`src/rtl/vport_capture_st.sv`:
```
// Generic first-word fall-through FIFO; popDat shows the head entry whenever !empty.
// Latency: a push is visible at popDat on the cycle after it is written.
// Backpressure: push is ignored when full unless a pop happens in the same cycle.
module vport_capture_fifo #(
    parameter int W     = 25,
    parameter int DEPTH = 16
) (
    input  logic         clk,
    input  logic         rstN,
    input  logic         push,
    input  logic [W-1:0] pushDat,
    input  logic         pop,
    output logic [W-1:0] popDat,
    output logic         empty,
    output logic         full
);
    localparam int AW = $clog2(DEPTH);
    localparam logic [AW:0] FULL_CNT = (AW + 1)'(DEPTH);

    logic [W-1:0]  mem [DEPTH];
    logic [AW-1:0] wrPtr;
    logic [AW-1:0] rdPtr;
    logic [AW:0]   count;
    logic          doPush;
    logic          doPop;

    assign empty  = (count == '0);
    assign full   = (count == FULL_CNT);
    assign doPop  = pop && !empty;
    assign doPush = push && (!full || doPop);
    assign popDat = mem[rdPtr];

    always_ff @(posedge clk or negedge rstN) begin
        if (!rstN) begin
            wrPtr <= '0;
            rdPtr <= '0;
            count <= '0;
        end else begin
            if (doPush) wrPtr <= wrPtr + 1'b1;
            if (doPop)  rdPtr <= rdPtr + 1'b1;
            case ({doPush, doPop})
                2'b10:   count <= count + 1'b1;
                2'b01:   count <= count - 1'b1;
                default: count <= count;
            endcase
        end
    end

    // Storage needs no reset: entries are only read once count says they were written.
    always_ff @(posedge clk) begin
        if (doPush) mem[wrPtr] <= pushDat;
    end
endmodule

// Captures RGB888+VS/DE video into a start/dv/ready stream and measures active width/height.
// Latency: pixel at the inputs in cycle N is on oST_DATA in cycle N+2 (empty FIFO, ACTIVE).
// Backpressure: iST_READY stalls the FIFO; a push into a full FIFO drops the rest of the frame.
module vport_capture_st #(
    parameter int FIFO_DEPTH = 16,
    parameter int CNT_W      = 12,
    parameter int VS_POL     = 1
) (
    input  logic             iCLK,
    input  logic             iRESETn,
    input  logic [7:0]       iRED,
    input  logic [7:0]       iGRN,
    input  logic [7:0]       iBLU,
    input  logic             iHS,
    input  logic             iVS,
    input  logic             iDE,
    input  logic             iENABLE,
    input  logic             iOVF_CLR,
    output logic [23:0]      oST_DATA,
    output logic             oST_START,
    output logic             oST_DV,
    input  logic             iST_READY,
    output logic [CNT_W-1:0] oWIDTH,
    output logic [CNT_W-1:0] oHEIGHT,
    output logic             oOVERFLOW,
    output logic             oBUSY
);
    typedef enum logic [1:0] {IDLE, WAIT_VS, ACTIVE, DROP} stateT;

    localparam logic             VS_ACT  = (VS_POL != 0);
    localparam logic [CNT_W-1:0] CNT_MAX = '1;

    stateT             state;
    stateT             stateNxt;
    logic [23:0]       rgbQ;
    logic              deQ;
    logic              dePrev;
    logic              vsQ;
    logic              vsPrev;
    logic              vsEdge;
    logic              deFall;
    logic              startFlag;
    logic              armStart;
    logic              fifoPush;
    logic              fifoFull;
    logic              fifoEmpty;
    logic [24:0]       fifoDat;
    logic              stPop;
    logic              ovfSet;
    logic [CNT_W-1:0]  pixCnt;
    logic [CNT_W-1:0]  lineCnt;
    logic [CNT_W-1:0]  lineInc;
    logic              unusedHs;

    assign unusedHs = iHS;

    // VS history resets to the active level so a sync already asserted at release is not an edge.
    always_ff @(posedge iCLK or negedge iRESETn) begin
        if (!iRESETn) begin
            rgbQ   <= '0;
            deQ    <= 1'b0;
            dePrev <= 1'b0;
            vsQ    <= VS_ACT;
            vsPrev <= VS_ACT;
        end else begin
            rgbQ   <= {iRED, iGRN, iBLU};
            deQ    <= iDE;
            dePrev <= deQ;
            vsQ    <= iVS;
            vsPrev <= vsQ;
        end
    end

    assign vsEdge = (vsQ == VS_ACT) && (vsPrev != VS_ACT);
    assign deFall = dePrev && !deQ;

    assign oST_DV    = !fifoEmpty;
    assign stPop     = oST_DV && iST_READY;
    assign oST_DATA  = oST_DV ? fifoDat[23:0] : 24'h0;
    assign oST_START = oST_DV && fifoDat[24];
    assign oBUSY     = (state == ACTIVE) || (state == DROP);

    always_ff @(posedge iCLK or negedge iRESETn) begin
        if (!iRESETn) state <= IDLE;
        else          state <= stateNxt;
    end

    always_comb begin
        stateNxt = state;
        armStart = 1'b0;
        fifoPush = 1'b0;
        ovfSet   = 1'b0;
        case (state)
            IDLE: begin
                if (iENABLE) stateNxt = WAIT_VS;
            end
            WAIT_VS: begin
                if (!iENABLE) begin
                    stateNxt = IDLE;
                end else if (vsEdge) begin
                    stateNxt = ACTIVE;
                    armStart = 1'b1;
                end
            end
            ACTIVE: begin
                if (vsEdge) begin
                    if (iENABLE) armStart = 1'b1;
                    else         stateNxt = IDLE;
                end else if (deQ) begin
                    // A pop in the same cycle frees the slot, so full alone is not an overflow.
                    if (fifoFull && !stPop) begin
                        stateNxt = DROP;
                        ovfSet   = 1'b1;
                    end else begin
                        fifoPush = 1'b1;
                    end
                end
            end
            DROP: begin
                if (vsEdge) begin
                    if (iENABLE) begin
                        stateNxt = ACTIVE;
                        armStart = 1'b1;
                    end else begin
                        stateNxt = IDLE;
                    end
                end
            end
            default: stateNxt = IDLE;
        endcase
    end

    always_ff @(posedge iCLK or negedge iRESETn) begin
        if (!iRESETn) begin
            startFlag <= 1'b0;
            oOVERFLOW <= 1'b0;
        end else begin
            if (armStart)      startFlag <= 1'b1;
            else if (fifoPush) startFlag <= 1'b0;
            if (ovfSet)        oOVERFLOW <= 1'b1;
            else if (iOVF_CLR) oOVERFLOW <= 1'b0;
        end
    end

    vport_capture_fifo #(
        .W     (25),
        .DEPTH (FIFO_DEPTH)
    ) uFifo (
        .clk     (iCLK),
        .rstN    (iRESETn),
        .push    (fifoPush),
        .pushDat ({startFlag, rgbQ}),
        .pop     (stPop),
        .popDat  (fifoDat),
        .empty   (fifoEmpty),
        .full    (fifoFull)
    );

    // A line ending on the same cycle as the VS edge still counts toward that frame.
    always_comb begin
        lineInc = lineCnt;
        if (deFall && lineCnt != CNT_MAX) lineInc = lineCnt + 1'b1;
    end

    always_ff @(posedge iCLK or negedge iRESETn) begin
        if (!iRESETn) begin
            pixCnt  <= '0;
            lineCnt <= '0;
            oWIDTH  <= '0;
            oHEIGHT <= '0;
        end else begin
            if (deFall) begin
                oWIDTH <= pixCnt;
                pixCnt <= '0;
            end else if (deQ && pixCnt != CNT_MAX) begin
                pixCnt <= pixCnt + 1'b1;
            end
            if (vsEdge) begin
                oHEIGHT <= lineInc;
                lineCnt <= '0;
            end else begin
                lineCnt <= lineInc;
            end
        end
    end
endmodule

```
`config.mk`:
```
export PLATFORM = sky130hd
export DESIGN_NAME = vport_capture_st
export DESIGN_NICKNAME = d
export VERILOG_FILES = /design/src/rtl/vport_capture_st.sv
export SDC_FILE = /design/constraint.sdc
export NUM_CORES = 1
export LEC_CHECK = 0
export BUFFER_PORTS_ARGS = -buffer_cell sky130_fd_sc_hd__buf_2
export CAP_MARGIN = 40
export CORE_MARGIN = 1.5
export CORE_UTILIZATION = 30
export CTS_BUF_LIST = sky130_fd_sc_hd__clkbuf_4
export CTS_CLUSTER_SIZE = 14
export DETAILED_ROUTE_END_ITERATION = 16
export PLACE_DENSITY = 0.5
export SLEW_MARGIN = 20
export SYNTH_ARGS = -nofsm -noshare
export SYNTH_HDL_FRONTEND = slang
export SYNTH_HIERARCHICAL = 1
export SYNTH_SLANG_ARGS = --single-unit
```
`constraint.sdc`:
```
create_clock -name iCLK -period 5.3 [get_ports iCLK]
set_clock_uncertainty 0.15 [all_clocks]
set_input_delay 1.06 -clock iCLK [delete_from_list [all_inputs] [get_ports iCLK]]
set_output_delay 1.06 -clock iCLK [all_outputs]
set_load 0.02 [all_outputs]
```
==> metrics.cfg <==
[status]
status=completed

[power]
clkPwrFrac_pct=31.8
p_int_uw=7718
switching_share_pct=31.18
ir_worst_vdd_mv=0.2813
powerDensity_mw_per_mm2=485.9
p_leak_uw=0.008133
power_uw=11210
combPwrFrac_pct=26.3
p_seq_share_pct=41.9
power_switching_uw=3497

[logic_synthesis]
synth_top_cell_by_area=edfxtp_1
syn_area_sq_mm=0.01923
syn_nets=1073
syn_avg_cell_area_sq_um=18.67
ys_seq_area_share_pct=74.57
synth_edf_count=400
synthTopCellsByArea=edfxtp_1 62%, dfrtp_1 12%, mux4_2 12%, a22oi_1 2.0%, nand2_1 1.5%
async_reset_ff_share_pct=18.86
synth_warnings=6
yosysTopAreaCellShare_pct=62.46
syn_inst=1030
yosysUniqueCellTypes=73
ys_seq_elements=493
synthFlopType=edfxtp_1

[worst_hold_path]
min-delay-start=iRED[1]
hold_depth=1
whs_endpoint=rgbQ[17]
hp-class=input port to flip-flop

[final_layout]
stdcell_count=2219
drive_gt1_share_pct=34.60
multiInputGateArea_sq_mm=0.004726
nFillCells=6010
regArea_sq_mm=0.01435
nNetsFinal=1306
area_growth_syn_to_layout_pct=20.01

[global_route]
antenna_found_initial=5
grt_overflow=0
gr-usage-all-layers_pct=14.16
grt_first_pass_wirelength_um=68700
grt_start_max_net_pins=47
grt_pass1_vias=11292

[setup_path]
reg2reg_slack_ns=1.80
arrival_ns=3.45
crit_path_max_fanout=40
startpoint_type=flip-flop
critPathKind=flip-flop to output port
cp-end-kind=output port
r2r_end=uFifo/mem[4][22]
cp.required_ns=4.09
worstRegToRegCells=8
reg2reg_from=uFifo/count[4]

[floorplanning]
start_util_pct=30.43
die_width_um=256.2
fp.coreArea_sq_mm=0.06320
die_h_um=256.2
core.rowCount=92
ios=84
die_area_sq_mm=0.06564

[routing]
drtAntennaViolNets=0
routed-via-count=10380
wirelength_um=44830
viasPerCell=4.678
drt_iter0_drc=526
wire_per_inst_um=20.20
route.detailed.drc=0
dr.pass1.iters=5

[sta]
post-route-period-util_pct=88.00
fin_setup_tns_ns=0
maxSlewViolCount=0
worst_pin_slew_ns=0.7725
period_needed_ns=4.664
hold_viol=0
relSlewSlack_pct=48.38
rsz0062_at_grt=false
fmax_mhz=214.4
finalSetupViolCount=0
hold_ws_ns=0.1362

[clock_tree]
cts_buffer_depth=3
cts_tree=yes
numCtsBuffers=136
path_clk_slew_ns=0.06
h-tree-depth=4
insertion_delay_ns=0.93
cts_root_buf=clkbuf_4
cts.sinks=493
post_cts_buffers=0

[place]
hpwl_um=25000
io_buffers=82
place_congestion=0.7511
dpl.cell_count=1943

[job]
maxCapViolCount=0

placed cells by master (no fill, tap or decap), types with 6 or more instances in the layout:
cell type	instances
a21oi_1	15
xnor2_1	11
dlygate4sd3_1	26
buf_2	81
dfrtp_1	89
diode_2	6
nor2_4	13
o21ai_0	14
and3_1	9
nor2b_1	28
mux4_2	100
clkbuf_4	206
a31oi_1	9
clkinv_1	22
nor2_1	24
nor3_1	6
nand3_1	19
edfxtp_1	400
a22oi_1	50
ha_1	10
nand2b_1	10
buf_4	27
nand2_1	79
inv_1	10
worst max-delay path by stage:
| stage | end | slack [ns] | from | cells past startpoint |
|---|---|---|---|---|
| after global placement | oST_DATA[23] | 1.51 | uFifo/rdPtr[0] | 6 |
| final | oST_DATA[22] | 0.64 | uFifo/rdPtr[0] | 6 |
| after detailed placement | oST_DATA[17] | 1.51 | uFifo/rdPtr[0] | 6 |
| after CTS | oST_DATA[16] | 0.46 | uFifo/rdPtr[0] | 6 |
| after floorplan | uFifo/mem[11][0] | 0.73 | iST_READY | 5 |
| after global routing | oST_DATA[22] | 0.33 | uFifo/rdPtr[0] | 6 |
cells in the mapped netlist, drive strengths merged, types with 2 or more instances:
library cell,n
a211o,3
a21o,3
a21oi,15
a22o,3
a22oi,50
a31oi,9
a32o,2
and2,3
and3,9
buf,22
clkbuf,26
dfrtp,91
dfstp,2
edfxtp,400
ha,10
inv,11
mux2,3
mux2i,3
mux4,100
nand2,79
nand2b,10
nand3,20
nand3b,2
nand4,3
nor2,37
nor2b,31
nor3,10
nor3b,3
nor4,4
o211ai,2
o21ai,15
o22ai,2
o311ai,2
o31ai,5
or3,4
or4,3
xnor2,11
xor2,2
power by group through the flow:
stage,combinational [uW],clock (uW),sequential (uW)
floorplan,2200,0,4590
CTS,3020,3720,4710
finish,2950,3560,4700
global placement,2930,0,4780
global route,3200,3930,4750
detailed placement,3000,0,4790
flip-flops by register name (all words and copies together), names as in the netlist, 5 cells and up:
register,flops
lineCnt,12
oWIDTH,12
rgbQ,24
uFifo/mem,400
oHEIGHT,12
pixCnt,12
uFifo/count,5
per-layer routing:
metal	vias up	track usage, %	wire length, um
met5	-	0	30
met4	4	5.966	887
met3	76	4.142	2471
met2	263	22.24	21360
met1	5332	18.29	20080
li1	4705	-	-
per-stage QoR:
step                      worst slack, ns  utilization, %  area, sq um
after floorplan                    0.7325               -        19230
after global placement              1.512           32.99        20850
after detailed placement            1.512           33.16        20960
after CTS                          0.4613           36.44        23030
after global routing               0.3320           36.52        23080
final                              0.6363           36.52        23080
cell families (layout without fill, tap and decap cells):
| kind of cell | Yosys count | count (layout) | synth area share [%] |
|---|---|---|---|
| xor+xnor | 13 | 13 | 0.5920 |
| mux | 106 | 106 | 12.04 |
| compound gates | 123 | 123 | 4.587 |
| other cells | 0 | 6 | 0 |
| flops | 493 | 493 | 74.57 |
| buf+inv | 60 | 397 | 1.522 |
| fa+ha+maj | 11 | 11 | 0.7547 |
| simple gates | 224 | 224 | 5.933 |
area by class of cell:
class | count | area share [%]
Sequential cell | 493 | 62.17
Multi-Input combinational cell | 477 | 20.48
Clock buffer | 206 | 6.701
Timing Repair Buffer | 143 | 4.668
Tap cell | 846 | 4.586
Clock inverter | 36 | 1.138
Inverter | 12 | 0.1952
Antenna cell | 6 | 0.06505
repair_timing:
action	in CTS	in global routing
hold buffers	26	0
gates resized for setup	0	0
endpoints found under the hold margin	69	0
critical path, stage by stage (launching register included):
cell and delay, ns:
dfrtp_4 0.85, buf_12 0.40, mux4_2 0.55, a22oi_1 0.23
nand2_1 0.15, nor2b_1 0.15, buf_2 0.17
Power figures use the tool's default switching activity.
